File: config.mk
export PLATFORM = sky130hd
export DESIGN_NAME = traffic_phase_controller
export DESIGN_NICKNAME = d
export VERILOG_FILES = /design/src/rtl/tlc_pkg.sv /design/src/rtl/tlc_next_phase.sv /design/src/rtl/traffic_phase_controller.sv
export SDC_FILE = /design/constraint.sdc
export NUM_CORES = 1
export LEC_CHECK = 0
export CAP_MARGIN = 20
export CORE_ASPECT_RATIO = 0.6
export CORE_MARGIN = 1.5
export CORE_UTILIZATION = 25
export CTS_CLUSTER_DIAMETER = 150
export CTS_CLUSTER_SIZE = 16
export DETAILED_ROUTE_END_ITERATION = 10
export GPL_TIMING_DRIVEN = 0
export HOLD_SLACK_MARGIN = 0.06
export PLACE_DENSITY = 0.51
export SLEW_MARGIN = 40
export SYNTH_ARGS = -nofsm -noshare
export SYNTH_HDL_FRONTEND = slang
export SYNTH_SLANG_ARGS = --single-unit
File: constraint.sdc
create_clock -name clk -period 3.5 [get_ports clk]
set_clock_uncertainty 0.1 [all_clocks]
set_input_delay 0.525 -clock clk [delete_from_list [all_inputs] [get_ports clk]]
set_output_delay 0.525 -clock clk [all_outputs]
set_load 0.05 [all_outputs]
File: src/rtl/tlc_pkg.sv
// ============================================================================
// Module : tlc_pkg
// Brief  : Shared lamp/state encodings and phase-index width helper.
// Rev    : 1.0 - initial release
// ============================================================================
`default_nettype none

package tlc_pkg;

  localparam logic [2:0] c_lamp_red    = 3'b100;
  localparam logic [2:0] c_lamp_yellow = 3'b010;
  localparam logic [2:0] c_lamp_green  = 3'b001;
  localparam logic [2:0] c_lamp_off    = 3'b000;

  typedef enum logic [1:0] {
    ST_GREEN  = 2'd0,
    ST_YELLOW = 2'd1,
    ST_ALLRED = 2'd2,
    ST_FLASH  = 2'd3
  } tlc_state_t;

  function automatic int phase_idx_w(input int n);
    return (n < 2) ? 1 : $clog2(n);
  endfunction

endpackage

`default_nettype wire

File: src/rtl/tlc_next_phase.sv
// ============================================================================
// Module : tlc_next_phase
// Brief  : Cyclic priority search for the next served phase. Demand skipping
//          is compiled in only when TLC_DEMAND_SKIP_EN is defined.
// Rev    : 1.0 - initial release
// ============================================================================
`default_nettype none

module tlc_next_phase
  import tlc_pkg::*;
#(
  parameter int NUM_PHASES = 4,
  parameter int PH_W       = phase_idx_w(NUM_PHASES)
) (
  input  logic [NUM_PHASES-1:0] demand,
  input  logic [PH_W-1:0]       phase,
  output logic [PH_W-1:0]       next_phase
);

  logic [PH_W-1:0] w_rotate;

  always_comb begin
    w_rotate = (phase == PH_W'(NUM_PHASES - 1)) ? '0 : phase + PH_W'(1);
  end

`ifdef TLC_DEMAND_SKIP_EN
  logic [PH_W-1:0] w_idx;

  // Scan farthest-first so the nearest demanded phase wins; the current
  // phase (offset NUM_PHASES) is the lowest priority.
  always_comb begin
    next_phase = w_rotate;
    w_idx      = '0;
    for (int k = NUM_PHASES; k >= 1; k--) begin
      w_idx = PH_W'((int'(phase) + k) % NUM_PHASES);
      if (demand[w_idx]) begin
        next_phase = w_idx;
      end
    end
  end
`else
  logic w_unused_demand;
  assign w_unused_demand = ^demand;
  assign next_phase      = w_rotate;
`endif

endmodule

`default_nettype wire

File: src/rtl/traffic_phase_controller.sv
// ============================================================================
// Module : traffic_phase_controller
// Brief  : NUM_PHASES signal-group sequencer (green/yellow/all-red/flash).
//          Optional demand skipping via TLC_DEMAND_SKIP_EN.
// Rev    : 1.0 - initial release
// ============================================================================
`default_nettype none

module traffic_phase_controller
  import tlc_pkg::*;
#(
  parameter int NUM_PHASES  = 4,
  parameter int CNT_W       = 32,
  parameter int GREEN_TIME  = 50_000_000,
  parameter int YELLOW_TIME = 10_000_000,
  parameter int ALLRED_TIME = 2_000_000,
  parameter int FLASH_HALF  = 5_000_000
) (
  input  logic                                  clk,
  input  logic                                  rst,
  input  logic [NUM_PHASES-1:0]                 demand,
  input  logic                                  flash_req,
  output logic [3*NUM_PHASES-1:0]               lights,
  output logic [phase_idx_w(NUM_PHASES)-1:0]    active_phase,
  output logic                                  phase_start,
  output logic                                  flashing
);

  localparam int PH_W = phase_idx_w(NUM_PHASES);

  localparam logic [CNT_W-1:0] c_green_last  = CNT_W'(GREEN_TIME - 1);
  localparam logic [CNT_W-1:0] c_yellow_last = CNT_W'(YELLOW_TIME - 1);
  localparam logic [CNT_W-1:0] c_allred_last = CNT_W'(ALLRED_TIME - 1);
  localparam logic [CNT_W-1:0] c_flash_last  = CNT_W'(FLASH_HALF - 1);
  localparam logic [PH_W-1:0]  c_last_phase  = PH_W'(NUM_PHASES - 1);

  tlc_state_t       r_state, w_state_nxt;
  logic [PH_W-1:0]  r_phase, w_phase_nxt;
  logic [CNT_W-1:0] r_timer, w_timer_nxt;
  logic             r_blink, w_blink_nxt;
  logic [PH_W-1:0]  w_next_phase;

  tlc_next_phase #(
    .NUM_PHASES (NUM_PHASES),
    .PH_W       (PH_W)
  ) u_next_phase (
    .demand     (demand),
    .phase      (r_phase),
    .next_phase (w_next_phase)
  );

  always_ff @(posedge clk) begin
    if (rst) begin
      r_state <= ST_ALLRED;
      r_phase <= c_last_phase;
      r_timer <= '0;
      r_blink <= 1'b0;
    end else begin
      r_state <= w_state_nxt;
      r_phase <= w_phase_nxt;
      r_timer <= w_timer_nxt;
      r_blink <= w_blink_nxt;
    end
  end

  always_comb begin
    w_state_nxt = r_state;
    w_phase_nxt = r_phase;
    w_timer_nxt = r_timer + CNT_W'(1);
    w_blink_nxt = r_blink;
    case (r_state)
      ST_GREEN: begin
        if (r_timer == c_green_last) begin
          w_state_nxt = ST_YELLOW;
          w_timer_nxt = '0;
        end
      end
      ST_YELLOW: begin
        if (r_timer == c_yellow_last) begin
          w_state_nxt = ST_ALLRED;
          w_timer_nxt = '0;
        end
      end
      ST_ALLRED: begin
        if (r_timer == c_allred_last) begin
          w_timer_nxt = '0;
          if (flash_req) begin
            w_state_nxt = ST_FLASH;
            w_blink_nxt = 1'b1;
          end else begin
            w_state_nxt = ST_GREEN;
            w_phase_nxt = w_next_phase;
          end
        end
      end
      ST_FLASH: begin
        if (!flash_req) begin
          // Park on the last phase so the following green restarts at 0.
          w_state_nxt = ST_ALLRED;
          w_phase_nxt = c_last_phase;
          w_timer_nxt = '0;
          w_blink_nxt = 1'b0;
        end else if (r_timer == c_flash_last) begin
          w_timer_nxt = '0;
          w_blink_nxt = ~r_blink;
        end
      end
      default: begin
        w_state_nxt = ST_ALLRED;
        w_timer_nxt = '0;
      end
    endcase
  end

  always_comb begin
    lights = '0;
    for (int p = 0; p < NUM_PHASES; p++) begin
      lights[3*p +: 3] = c_lamp_red;
      if (r_state == ST_FLASH) begin
        lights[3*p +: 3] = r_blink ? c_lamp_red : c_lamp_off;
      end else if (PH_W'(p) == r_phase) begin
        if (r_state == ST_GREEN) begin
          lights[3*p +: 3] = c_lamp_green;
        end else if (r_state == ST_YELLOW) begin
          lights[3*p +: 3] = c_lamp_yellow;
        end
      end
    end
  end

  assign active_phase = r_phase;
  assign phase_start  = (r_state == ST_GREEN) && (r_timer == '0);
  assign flashing     = (r_state == ST_FLASH);

endmodule

`default_nettype wire

==> results of run 1 <==
[worst reg2reg max path: stages (launching register included)]
cell and delay, ns:
dfxtp_1 0.36, or4_1 0.62, nor4_4 0.34, nand4_1 0.22, o21ai_1 0.45, buf_2 0.33, a211oi_1 0.11
[state kept, by name (all words and copies together) (netlist names)]
register and count:
r_state 2, active_phase 2, r_blink 1, r_timer 32
[power by group]
| part | switching, mW | internal (mW) |
|---|---|---|
| Sequential | 0.00318 | 0.424 |
| Clock | 0.180 | 0.262 |
| Combinational | 0.0192 | 0.0103 |
[cell usage in the layout, fill, tap and decap left out, drive strengths merged, types with 8 or more instances in the layout]
| cell | n |
|---|---|
| inv | 11 |
| clkdlybuf4s50 | 18 |
| clkbuf | 14 |
| nand2 | 19 |
| xnor2 | 21 |
| dfxtp | 37 |
| nor2 | 19 |
| xor2 | 8 |
| a211oi | 30 |
| nand3 | 9 |
| buf | 11 |
| nand4 | 14 |
| nor3 | 12 |
| nor4 | 15 |
| or4 | 9 |
[cells in the mapped netlist, types with 7 or more instances]
cell type	count
nand3_1	9
nor4_1	13
nand2_1	19
nor3_1	12
dfxtp_1	37
clkbuf_1	7
inv_1	11
nor2_1	19
or4_1	8
nand4_1	12
xor2_1	8
a21oi_1	7
xnor2_1	21
a211oi_1	29
[worst min path at each step]
stage / endpoint / slack, ns / startpoint / cells after the start
3_3_place_gp: r_blink$_SDFFE_PP0P_ / 0.38 / r_blink$_SDFFE_PP0P_ / 2
6_report: r_blink$_SDFFE_PP0P_ / 0.39 / r_blink$_SDFFE_PP0P_ / 2
4_1_cts: r_blink$_SDFFE_PP0P_ / 0.39 / r_blink$_SDFFE_PP0P_ / 2
3_5_place_dp: r_blink$_SDFFE_PP0P_ / 0.38 / r_blink$_SDFFE_PP0P_ / 2
5_1_grt: r_blink$_SDFFE_PP0P_ / 0.44 / r_blink$_SDFFE_PP0P_ / 2
2_1_floorplan: r_blink$_SDFFE_PP0P_ / 0.36 / r_blink$_SDFFE_PP0P_ / 2
[per-stage QoR]
step	utilization (%)	total power [mW]
after floorplan	-	0.454
after global placement	29.1	0.466
after detailed placement	29.1	0.466
after CTS	30.6	0.915
after global routing	30.6	0.944
final	30.6	0.898
[logic make-up (layout without fill, tap and decap cells)]
| logic type | after synthesis | count (layout) |
|---|---|---|
| flops | 37 | 37 |
| simple gates | 118 | 118 |
| fa+ha+maj | 6 | 6 |
| compound gates | 52 | 52 |
| buf+inv | 31 | 57 |
| xor+xnor | 29 | 29 |
[area by class of cell]
class	count	area, um2
multi-input combinational	205	1420
inverter	11	41.3
timing repair buffer	18	180
fill	971	6330
clock buffer	6	129
clock inverter	2	10.0
sequential	37	741
tap	116	145
buffer	20	126
[layer usage]
layer	part of all wire, %	vias to the layer above
met4	0.94	0
met1	55	986
met3	8.0	5
met2	36	78
met5	0	-
li1	-	1071
==> impl_metrics.prom, run 1 <==
# TYPE chip_impl_metric gauge
chip_impl_info{name="grt_peak_use_layer",value="met1"} 1
chip_impl_metric{name="place.detailed.instances",unit=""} 407
chip_impl_metric{name="vdd_ir_drop_max",unit="V"} 0.000140
chip_impl_info{name="min-delay-path-class",value="flip-flop to flip-flop"} 1
chip_impl_metric{name="timing_hold_violations_final",unit=""} 0
chip_impl_metric{name="die_w",unit="um"} 128
chip_impl_metric{name="gp_congestion",unit=""} 0.870
chip_impl_metric{name="drtIter0Drc",unit=""} 194
chip_impl_metric{name="final_design_area_no_fill",unit="um2"} 2790
chip_impl_metric{name="reg2reg_setup_slack",unit="ns"} 0.82
chip_impl_metric{name="cp.arrival",unit="ns"} 2.70
chip_impl_metric{name="drc",unit=""} 0
chip_impl_metric{name="post_synth_mux_area_share",unit="%"} 0
chip_impl_metric{name="groute.layer.met2.usage",unit="%"} 18.5
chip_impl_metric{name="largest_net_degree_at_the_start_of_global_routing",unit=""} 12
chip_impl_metric{name="setup_slack",unit="ns"} 0.180
chip_impl_metric{name="fin_tns_setup",unit="ns"} 0
chip_impl_info{name="yosys.area.top_type",value="dfxtp_1"} 1
chip_impl_metric{name="layout-drive-gt1-share",unit="%"} 9.36
chip_impl_metric{name="postSynthNetCount",unit=""} 286
chip_impl_metric{name="clk_pin_slew",unit="ns"} 0.06
chip_impl_info{name="rsz0062_at_grt",value="no"} 1
chip_impl_metric{name="timing.hold.ws",unit="ns"} 0.391
chip_impl_info{name="synthTopCellsByArea",value="dfxtp_1 (32%), a211oi_1 (9.4%), xnor2_1 (7.9%)"} 1
chip_impl_metric{name="grt.total_usage",unit="%"} 13.9
chip_impl_metric{name="detailed_place.area",unit="um2"} 2650
chip_impl_metric{name="timing.critical_path.fanout_max",unit=""} 6
chip_impl_info{name="timing.critical_path.from",value="r_timer[7]$_SDFF_PP0_"} 1
chip_impl_metric{name="crit_cells",unit=""} 5
chip_impl_metric{name="worst_ep_required_time",unit="ns"} 2.87
chip_impl_info{name="worstSetupEndpoint",value="phase_start"} 1
chip_impl_metric{name="slew-limit-headroom",unit="%"} 61.1
chip_impl_info{name="timing.critical_path.max_delay_family",value="simple AND/OR/NAND/NOR gates"} 1
chip_impl_metric{name="synth_compound_gate_area_share",unit="%"} 17.2
chip_impl_metric{name="synth_sequential_area_ratio",unit="%"} 31.8
chip_impl_metric{name="die_area",unit="um2"} 9920
chip_impl_metric{name="cell_pwr_density",unit="nW/um2"} 322
chip_impl_metric{name="yosysWarningCount",unit=""} 0
chip_impl_metric{name="hpwl",unit="mm"} 4.97
chip_impl_metric{name="syn-instance-count",unit=""} 273
chip_impl_info{name="timing.rr.start",value="r_timer[7]$_SDFF_PP0_"} 1
chip_impl_info{name="status",value="complete, no violations"} 1
chip_impl_metric{name="place_ws",unit="ns"} 0.505
chip_impl_metric{name="nets",unit=""} 311
chip_impl_metric{name="worst_skew_pair.late_latency",unit="ns"} 0.29
chip_impl_metric{name="grt.overflow.total",unit=""} 0
chip_impl_metric{name="length_of_the_first_detailed_routing_pass_in_iterations",unit=""} 5
chip_impl_metric{name="die_height",unit="um"} 77.7
chip_impl_info{name="main_combinational_cell_family_by_area_after_synthesis",value="simple AND/OR/NAND/NOR gates"} 1
chip_impl_metric{name="number_of_routed_nets_with_antenna_violations",unit=""} 0
chip_impl_metric{name="synth_edf_count",unit=""} 0
chip_impl_metric{name="finalCriticalPeriod",unit="ns"} 3.32
chip_impl_metric{name="cts_hold_repair.buffers",unit=""} 0
chip_impl_info{name="critical_setup_path_kind",value="flip-flop to output pin"} 1
chip_impl_metric{name="vias",unit=""} 2140
chip_impl_metric{name="initial_utilization",unit="%"} 25.5
chip_impl_metric{name="port-buffer-count",unit=""} 18
chip_impl_info{name="timing.rr.end",value="r_timer[15]$_SDFF_PP0_"} 1
chip_impl_metric{name="maxSlewViolCount",unit=""} 0
chip_impl_metric{name="critical_path_buffer_and_inverter_count",unit=""} 1
chip_impl_metric{name="max_slew.worst_pin.slew",unit="ns"} 0.578
chip_impl_metric{name="power.leakage",unit="nW"} 0.929
chip_impl_metric{name="post_synth_xor_area_fraction",unit="%"} 10.9
chip_impl_metric{name="setup_viol_count_final",unit=""} 0
chip_impl_metric{name="post_synth_and_or_nand_nor_area_fraction",unit="%"} 29.7
chip_impl_metric{name="postSynth.asyncResetShare",unit="%"} 0
chip_impl_metric{name="final_min_period_over_clock_period",unit="%"} 94.9
chip_impl_info{name="cp-end-kind",value="output pin"} 1
chip_impl_info{name="clock_tree_from_tritoncts",value="built"} 1
chip_impl_metric{name="cts-buffers-inserted",unit=""} 5
chip_impl_metric{name="rows",unit=""} 27
chip_impl_metric{name="fp.coreArea",unit="um2"} 9120
chip_impl_metric{name="groute.layer.met3.usage",unit="%"} 4.14
chip_impl_metric{name="synth_adder_area_share",unit="%"} 3.23
chip_impl_metric{name="grt_antenna_before_repair",unit=""} 0
chip_impl_metric{name="viasPerCell",unit=""} 5.16
chip_impl_info{name="postSynth.topFlopCell",value="dfxtp_1"} 1
chip_impl_metric{name="numClockSinks",unit=""} 37
chip_impl_metric{name="max_cap_viol_count",unit=""} 0
chip_impl_metric{name="stdcell_count",unit=""} 415
chip_impl_info{name="ctsRootBufferMaster",value="clkbuf_16"} 1
chip_impl_metric{name="postCtsSetupRepairBufs",unit=""} 0
chip_impl_metric{name="synth.avg_cell_area",unit="um2"} 8.52
chip_impl_metric{name="number_of_library_cell_types_mapped_by_synthesis",unit=""} 45
chip_impl_metric{name="antenna_cells_inserted",unit=""} 0
chip_impl_metric{name="combined_area_of_all_synthesized_cells",unit="um2"} 2330
chip_impl_metric{name="grt_pass1_wl",unit="mm"} 10.7
chip_impl_metric{name="io-pin-count",unit=""} 23
chip_impl_metric{name="clockBufferDepth",unit=""} 2
chip_impl_metric{name="drt-wirelength-per-cell",unit="um"} 15.7
chip_impl_metric{name="synth_top_area_share",unit="%"} 31.8
chip_impl_metric{name="grt_pass1_vias",unit=""} 2042
chip_impl_metric{name="max_freq",unit="MHz"} 301
chip_impl_metric{name="rr_worst_depth",unit=""} 6
chip_impl_metric{name="drt_wl_total",unit="mm"} 6.50
chip_impl_metric{name="ys_seq_elements",unit=""} 37
chip_impl_info{name="setup.worst_path.start_class",value="flip-flop"} 1
chip_impl_metric{name="area_delta_synth_final",unit="%"} 19.9
chip_impl_metric{name="grt_util_met1",unit="%"} 20.9
chip_impl_metric{name="ctsResizeCount",unit=""} 0
chip_impl_metric{name="critical-path-max-stage-delay",unit="ns"} 0.83
chip_impl_metric{name="cts.htree.levels",unit=""} 2
chip_impl_info{name="crit_chain",value="or4_1 -> nor4_4 -> nand2_1 -> nor2_1 -> clkdlybuf4s50_1"} 1
chip_impl_info{name="critical_path.slowest_cell",value="clkdlybuf4s50_1"} 1
(Power assumes the default switching activity.)
==> run 2, diff against run 1 <==
--- a/config.mk
+++ b/config.mk
@@ -6,6 +6,8 @@
 export NUM_CORES = 1
 export LEC_CHECK = 0
 export CAP_MARGIN = 20
+export CELL_PAD_IN_SITES_DETAIL_PLACEMENT = 0
+export CELL_PAD_IN_SITES_GLOBAL_PLACEMENT = 1
 export CORE_ASPECT_RATIO = 0.6
 export CORE_MARGIN = 1.5
 export CORE_UTILIZATION = 25
@@ -14,7 +16,7 @@
 export DETAILED_ROUTE_END_ITERATION = 10
 export GPL_TIMING_DRIVEN = 0
 export HOLD_SLACK_MARGIN = 0.06
-export PLACE_DENSITY = 0.51
+export PLACE_DENSITY = 0.61
 export SLEW_MARGIN = 40
 export SYNTH_ARGS = -nofsm -noshare
 export SYNTH_HDL_FRONTEND = slang
==> constraint.sdc (replaced) <==
create_clock -name clk -period 3.8 [get_ports clk]
set_clock_uncertainty 0.1 [all_clocks]
set_input_delay 0.57 -clock clk [delete_from_list [all_inputs] [get_ports clk]]
set_output_delay 0.57 -clock clk [all_outputs]
set_load 0.05 [all_outputs]
==> impl_metrics.prom, run 2 (synthesis gave the netlist of run 1 again) <==
# TYPE chip_impl_metric gauge
chip_impl_info{name="status",value="complete, no violations"} 1
chip_impl_metric{name="ctsResizeCount",unit=""} 0
chip_impl_metric{name="drc",unit=""} 0
chip_impl_metric{name="drt_wl_total",unit="mm"} 7.25
chip_impl_metric{name="die_area",unit="um2"} 9920
chip_impl_metric{name="setup_viol_count_final",unit=""} 0
chip_impl_metric{name="fin_tns_setup",unit="ns"} 0
chip_impl_metric{name="finalCriticalPeriod",unit="ns"} 3.44
chip_impl_metric{name="cp.arrival",unit="ns"} 2.77
chip_impl_metric{name="clockBufferDepth",unit=""} 2
chip_impl_info{name="crit_chain",value="or4_1 -> nor4_4 -> nand2_1 -> nor2_1 -> clkdlybuf4s50_1"} 1
chip_impl_metric{name="vias",unit=""} 2167
chip_impl_metric{name="max_ffs_per_register",unit=""} 32
chip_impl_info{name="rsz0062_at_grt",value="no"} 1
chip_impl_metric{name="place.detailed.instances",unit=""} 407
chip_impl_info{name="critical_setup_path_kind",value="flip-flop to output pin"} 1
chip_impl_metric{name="slew-limit-headroom",unit="%"} 61.3
chip_impl_metric{name="power.leakage",unit="nW"} 0.929
chip_impl_metric{name="worst_skew_pair.late_latency",unit="ns"} 0.28
chip_impl_metric{name="grt_pass1_wl",unit="mm"} 11.6
chip_impl_info{name="cp-end-kind",value="output pin"} 1
chip_impl_metric{name="grt_pass1_vias",unit=""} 1908
chip_impl_info{name="min-delay-path-class",value="flip-flop to flip-flop"} 1
chip_impl_metric{name="max_cap_viol_count",unit=""} 0
chip_impl_metric{name="setup_slack",unit="ns"} 0.363
chip_impl_info{name="clock_tree_from_tritoncts",value="built"} 1
chip_impl_metric{name="maxSlewViolCount",unit=""} 0
chip_impl_info{name="layout_common_cells",value="dfxtp_1 (37), a211oi_1 (29), xnor2_1 (21)"} 1
chip_impl_metric{name="hpwl",unit="mm"} 5.57
chip_impl_info{name="critical_path.slowest_cell",value="clkdlybuf4s50_1"} 1
chip_impl_metric{name="num-fill-cells",unit=""} 983
chip_impl_metric{name="antenna_cells_inserted",unit=""} 0
chip_impl_metric{name="report.power.total",unit="mW"} 0.833
chip_impl_metric{name="cts.htree.levels",unit=""} 2
chip_impl_metric{name="initial_utilization",unit="%"} 25.5
chip_impl_metric{name="timing.critical_path.fanout_max",unit=""} 6
chip_impl_metric{name="max_slew.worst_pin.slew",unit="ns"} 0.576
chip_impl_metric{name="cts-buffers-inserted",unit=""} 5
chip_impl_metric{name="viasPerCell",unit=""} 5.23
chip_impl_metric{name="final_design_area_no_fill",unit="um2"} 2800
chip_impl_metric{name="port-buffer-count",unit=""} 18
chip_impl_metric{name="nets",unit=""} 311
chip_impl_metric{name="clk_pin_slew",unit="ns"} 0.05
chip_impl_metric{name="vdd_ir_drop_max",unit="V"} 0.000152
chip_impl_metric{name="largest_net_degree_at_the_start_of_global_routing",unit=""} 11
chip_impl_info{name="ctsRootBufferMaster",value="clkbuf_16"} 1
chip_impl_metric{name="max_freq",unit="MHz"} 291
chip_impl_metric{name="die_w",unit="um"} 128
chip_impl_metric{name="number_of_routed_nets_with_antenna_violations",unit=""} 0
chip_impl_metric{name="area_delta_synth_final",unit="%"} 20.4
chip_impl_metric{name="reg2reg_setup_slack",unit="ns"} 0.99
chip_impl_metric{name="io-pin-count",unit=""} 23
chip_impl_metric{name="grt_antenna_before_repair",unit=""} 0
chip_impl_metric{name="drt-wirelength-per-cell",unit="um"} 17.5
chip_impl_metric{name="final_min_period_over_clock_period",unit="%"} 90.5
chip_impl_info{name="final_common_cell",value="dfxtp_1"} 1
chip_impl_metric{name="cell_pwr_density",unit="nW/um2"} 297
chip_impl_info{name="most_flop_heavy_register",value="r_timer"} 1
chip_impl_metric{name="fp.coreArea",unit="um2"} 9120
chip_impl_metric{name="cts_hold_repair.buffers",unit=""} 0
chip_impl_metric{name="drtIter0Drc",unit=""} 200
chip_impl_info{name="setup.worst_path.start_class",value="flip-flop"} 1
chip_impl_metric{name="critical-path-max-stage-delay",unit="ns"} 0.84
chip_impl_metric{name="numClockSinks",unit=""} 37
chip_impl_metric{name="grt.total_usage",unit="%"} 15.6
chip_impl_metric{name="length_of_the_first_detailed_routing_pass_in_iterations",unit=""} 4
chip_impl_metric{name="die_height",unit="um"} 77.7
chip_impl_metric{name="rows",unit=""} 27
chip_impl_metric{name="grt.overflow.total",unit=""} 0
chip_impl_metric{name="multiInputGateArea",unit="um2"} 1430
chip_impl_metric{name="critical_path_buffer_and_inverter_count",unit=""} 1
chip_impl_metric{name="layout-drive-gt1-share",unit="%"} 9.40
chip_impl_metric{name="ff_latch_area",unit="um2"} 741
chip_impl_metric{name="detailed_place.area",unit="um2"} 2650
chip_impl_metric{name="gp_congestion",unit=""} 0.888
chip_impl_metric{name="stdcell_count",unit=""} 414
chip_impl_info{name="timing.critical_path.max_delay_family",value="simple AND/OR/NAND/NOR gates"} 1
chip_impl_metric{name="worst_ep_required_time",unit="ns"} 3.13
chip_impl_metric{name="place_ws",unit="ns"} 0.681
chip_impl_metric{name="postCtsSetupRepairBufs",unit=""} 0
chip_impl_metric{name="timing_hold_violations_final",unit=""} 0
run 2: worst paths after layout:
| path | startpoint | cells after the start | to |
|---|---|---|---|
| hold reg to reg | r_blink$_SDFFE_PP0P_ | 2 | r_blink$_SDFFE_PP0P_ |
| hold / removal | r_blink$_SDFFE_PP0P_ | 2 | r_blink$_SDFFE_PP0P_ |
| setup / recovery | r_timer[7]$_SDFF_PP0_ | 5 | phase_start |
| setup reg to reg | r_timer[7]$_SDFF_PP0_ | 6 | r_timer[17]$_SDFF_PP0_ |
run 2: metal layers:
| layer | share of wire (%) | up-vias | track usage (%) |
|---|---|---|---|
| met3 | 8.9 | 4 | 3.52 |
| met4 | 0.37 | 0 | 2.39 |
| li1 | - | 1072 | - |
| met5 | 0 | - | 0 |
| met2 | 33 | 59 | 16.5 |
| met1 | 58 | 1032 | 28.3 |
run 2: final cells by class:
type	instances	area share [%]
well taps	116	5.18
repair buffers	18	6.43
clock buffers	7	5.09
flip-flops and latches	37	26.4
multi-input cells	205	50.9
inverters	11	1.47
plain buffers	20	4.51
run 2: per-stage QoR:
| step | hold WS, ns | util, % |
|---|---|---|
| floorplan | 0.362 | - |
| global placement | 0.376 | 29.1 |
| detailed placement | 0.388 | 29.1 |
| CTS | 0.397 | 30.6 |
| global route | 0.429 | 30.7 |
| finish | 0.397 | 30.7 |
run 2: power breakdown:
| part | switching [mW] | total [mW] | internal, mW | leakage, nW |
|---|---|---|---|---|
| clock | 0.155 | 0.412 | 0.257 | 0.0700 |
| sequential | 0.00311 | 0.394 | 0.391 | 0.299 |
| combinational | 0.0177 | 0.0272 | 0.00949 | 0.560 |
| total | 0.175 | 0.833 | 0.658 | 0.929 |
run 2: worst register-to-register path: cells and delay by family, from the launching register on:
family                 cells  cell delay, ns
AND/OR/NAND/NOR            3            1.24
flip-flops                 1            0.39
buffers and inverters      1            0.36
AO/OA/AOI/OAI              2            0.57
==> run 3, diff against run 2 <==
--- a/config.mk
+++ b/config.mk
@@ -16,7 +16,7 @@
 export DETAILED_ROUTE_END_ITERATION = 10
 export GPL_TIMING_DRIVEN = 0
 export HOLD_SLACK_MARGIN = 0.06
-export PLACE_DENSITY = 0.61
+export PLACE_DENSITY = 0.49
 export SLEW_MARGIN = 40
 export SYNTH_ARGS = -nofsm -noshare
 export SYNTH_HDL_FRONTEND = slang
==> impl_metrics.prom, run 3 (synthesis gave the netlist of run 1 again) <==
# TYPE chip_impl_metric gauge
chip_impl_metric{name="final_design_area_no_fill",unit="um2"} 2830
chip_impl_metric{name="nets",unit=""} 311
chip_impl_metric{name="grt_pass1_vias",unit=""} 2007
chip_impl_metric{name="ff_latch_area",unit="um2"} 741
chip_impl_metric{name="number_of_routed_nets_with_antenna_violations",unit=""} 0
chip_impl_metric{name="rows",unit=""} 27
chip_impl_info{name="status",value="complete, no violations"} 1
chip_impl_metric{name="detailed_place.area",unit="um2"} 2650
chip_impl_metric{name="drtIter0Drc",unit=""} 167
chip_impl_info{name="hold_path.startpoint",value="r_blink$_SDFFE_PP0P_"} 1
chip_impl_metric{name="die_w",unit="um"} 128
chip_impl_metric{name="grt_antenna_before_repair",unit=""} 0
chip_impl_metric{name="worst_ep_required_time",unit="ns"} 3.13
chip_impl_info{name="final_common_cell",value="dfxtp_1"} 1
chip_impl_metric{name="drt-wirelength-per-cell",unit="um"} 18.2
chip_impl_metric{name="timing.hold.ws",unit="ns"} 0.401
chip_impl_metric{name="layout-drive-gt1-share",unit="%"} 9.70
chip_impl_metric{name="max_ffs_per_register",unit=""} 32
chip_impl_metric{name="timing_hold_violations_final",unit=""} 0
chip_impl_metric{name="port-buffer-count",unit=""} 18
chip_impl_metric{name="worst_skew_pair.late_latency",unit="ns"} 0.29
chip_impl_info{name="timing.critical_path.from",value="r_timer[7]$_SDFF_PP0_"} 1
chip_impl_metric{name="max_slew.worst_pin.slew",unit="ns"} 0.624
chip_impl_info{name="rsz0062_at_grt",value="no"} 1
chip_impl_metric{name="final_min_period_over_clock_period",unit="%"} 90.5
chip_impl_info{name="min-delay-path-class",value="flip-flop to flip-flop"} 1
chip_impl_metric{name="setup_viol_count_final",unit=""} 0
chip_impl_info{name="setup.worst_path.start_class",value="flip-flop"} 1
chip_impl_metric{name="clk_pin_slew",unit="ns"} 0.06
chip_impl_metric{name="power.leakage",unit="nW"} 0.942
chip_impl_metric{name="area_delta_synth_final",unit="%"} 21.6
chip_impl_metric{name="gp_congestion",unit=""} 0.802
chip_impl_metric{name="cts.htree.levels",unit=""} 2
chip_impl_metric{name="vdd_ir_drop_max",unit="V"} 0.000133
chip_impl_metric{name="ctsResizeCount",unit=""} 0
chip_impl_info{name="most_flop_heavy_register",value="r_timer"} 1
chip_impl_metric{name="hpwl",unit="mm"} 5.67
chip_impl_info{name="clock_tree_from_tritoncts",value="built"} 1
chip_impl_metric{name="die_area",unit="um2"} 9920
chip_impl_metric{name="cell_pwr_density",unit="nW/um2"} 325
chip_impl_metric{name="grt_pass1_wl",unit="mm"} 12.2
chip_impl_metric{name="max_cap_viol_count",unit=""} 0
chip_impl_metric{name="numClockSinks",unit=""} 37
chip_impl_metric{name="drt_wl_total",unit="mm"} 7.55
chip_impl_metric{name="max_freq",unit="MHz"} 291
chip_impl_metric{name="fp.coreArea",unit="um2"} 9120
chip_impl_metric{name="report.power.total",unit="mW"} 0.918
chip_impl_metric{name="cts-buffers-inserted",unit=""} 5
chip_impl_metric{name="length_of_the_first_detailed_routing_pass_in_iterations",unit=""} 4
chip_impl_info{name="timing.rr.start",value="r_timer[7]$_SDFF_PP0_"} 1
chip_impl_metric{name="fin_tns_setup",unit="ns"} 0
chip_impl_metric{name="largest_net_degree_at_the_start_of_global_routing",unit=""} 13
chip_impl_info{name="ctsRootBufferMaster",value="clkbuf_16"} 1
chip_impl_metric{name="finalCriticalPeriod",unit="ns"} 3.44
chip_impl_metric{name="die_height",unit="um"} 77.7
chip_impl_metric{name="timing.critical_path.fanout_max",unit=""} 6
chip_impl_metric{name="postCtsSetupRepairBufs",unit=""} 0
chip_impl_metric{name="grt.overflow.total",unit=""} 0
chip_impl_info{name="cp-end-kind",value="output pin"} 1
chip_impl_metric{name="slew-limit-headroom",unit="%"} 58.0
chip_impl_metric{name="multiInputGateArea",unit="um2"} 1420
chip_impl_metric{name="num-fill-cells",unit=""} 983
chip_impl_metric{name="viasPerCell",unit=""} 5.20
chip_impl_info{name="critical_setup_path_kind",value="flip-flop to output pin"} 1
chip_impl_metric{name="vias",unit=""} 2157
chip_impl_metric{name="initial_utilization",unit="%"} 25.5
chip_impl_metric{name="clockBufferDepth",unit=""} 2
chip_impl_metric{name="drc",unit=""} 0
chip_impl_metric{name="antenna_cells_inserted",unit=""} 0
chip_impl_metric{name="maxSlewViolCount",unit=""} 0
chip_impl_metric{name="cp.arrival",unit="ns"} 2.77
chip_impl_metric{name="cts_hold_repair.buffers",unit=""} 0
chip_impl_metric{name="io-pin-count",unit=""} 23
chip_impl_metric{name="grt.total_usage",unit="%"} 16.2
chip_impl_info{name="layout_common_cells",value="dfxtp_1 (37), a211oi_1 (29), xnor2_1 (21)"} 1
==> run 3: cell count changes in the layout (fill, tap and decap cells not counted), sizes merged <==
cell	delta
clkbuf	-1
clkinvlp	+1
bufinv	+1
==> run 3: cell type report <==
type / count / area share, %
clock buffer: 6 / 4.91
sequential: 37 / 26.2
inverter: 11 / 1.46
tap: 116 / 5.13
clock inverter: 2 / 1.33
multi-input combinational: 205 / 50.2
timing repair buffer: 18 / 6.37
buffer: 20 / 4.47
==> run 3: worst paths after layout <==
kind                                                to  cells after the start  slack (ns)
worst min register to register    r_blink$_SDFFE_PP0P_                      2        0.40
worst min-delay path              r_blink$_SDFFE_PP0P_                      2        0.40
worst max-delay path                       phase_start                      5        0.36
worst max register to register  r_timer[23]$_SDFF_PP0_                      6        0.92
==> run 3: worst max-delay path, stage by stage (launching register included) <==
cell and delay, ns:
dfxtp_1 0.39, or4_1 0.63, nor4_4 0.40, nand2_1 0.10
nor2_1 0.13, clkdlybuf4s50_1 0.83
==> run 3: where the power goes <==
part / switching [mW] / internal, mW
sequential: 0.00304 / 0.391
clock: 0.170 / 0.328
combinational: 0.0177 / 0.00938
total: 0.191 / 0.728
==> run 3: routing by layer <==
layer	wire (um)	track usage [%]	vias up
met2	2660	18.9	53
met3	392	3.52	2
met1	4480	27.9	1039
met5	0	0	-
li1	-	-	1063
met4	17	3.41	0
==> run 3: through the flow <==
stage	setup slack, ns	utilization (%)	instances
2_1_floorplan	1.18	-	273
3_3_place_gp	0.643	29.1	407
3_5_place_dp	0.654	29.1	407
4_1_cts	0.330	31.0	415
5_1_grt	0.236	31.0	415
6_report	0.361	31.0	415
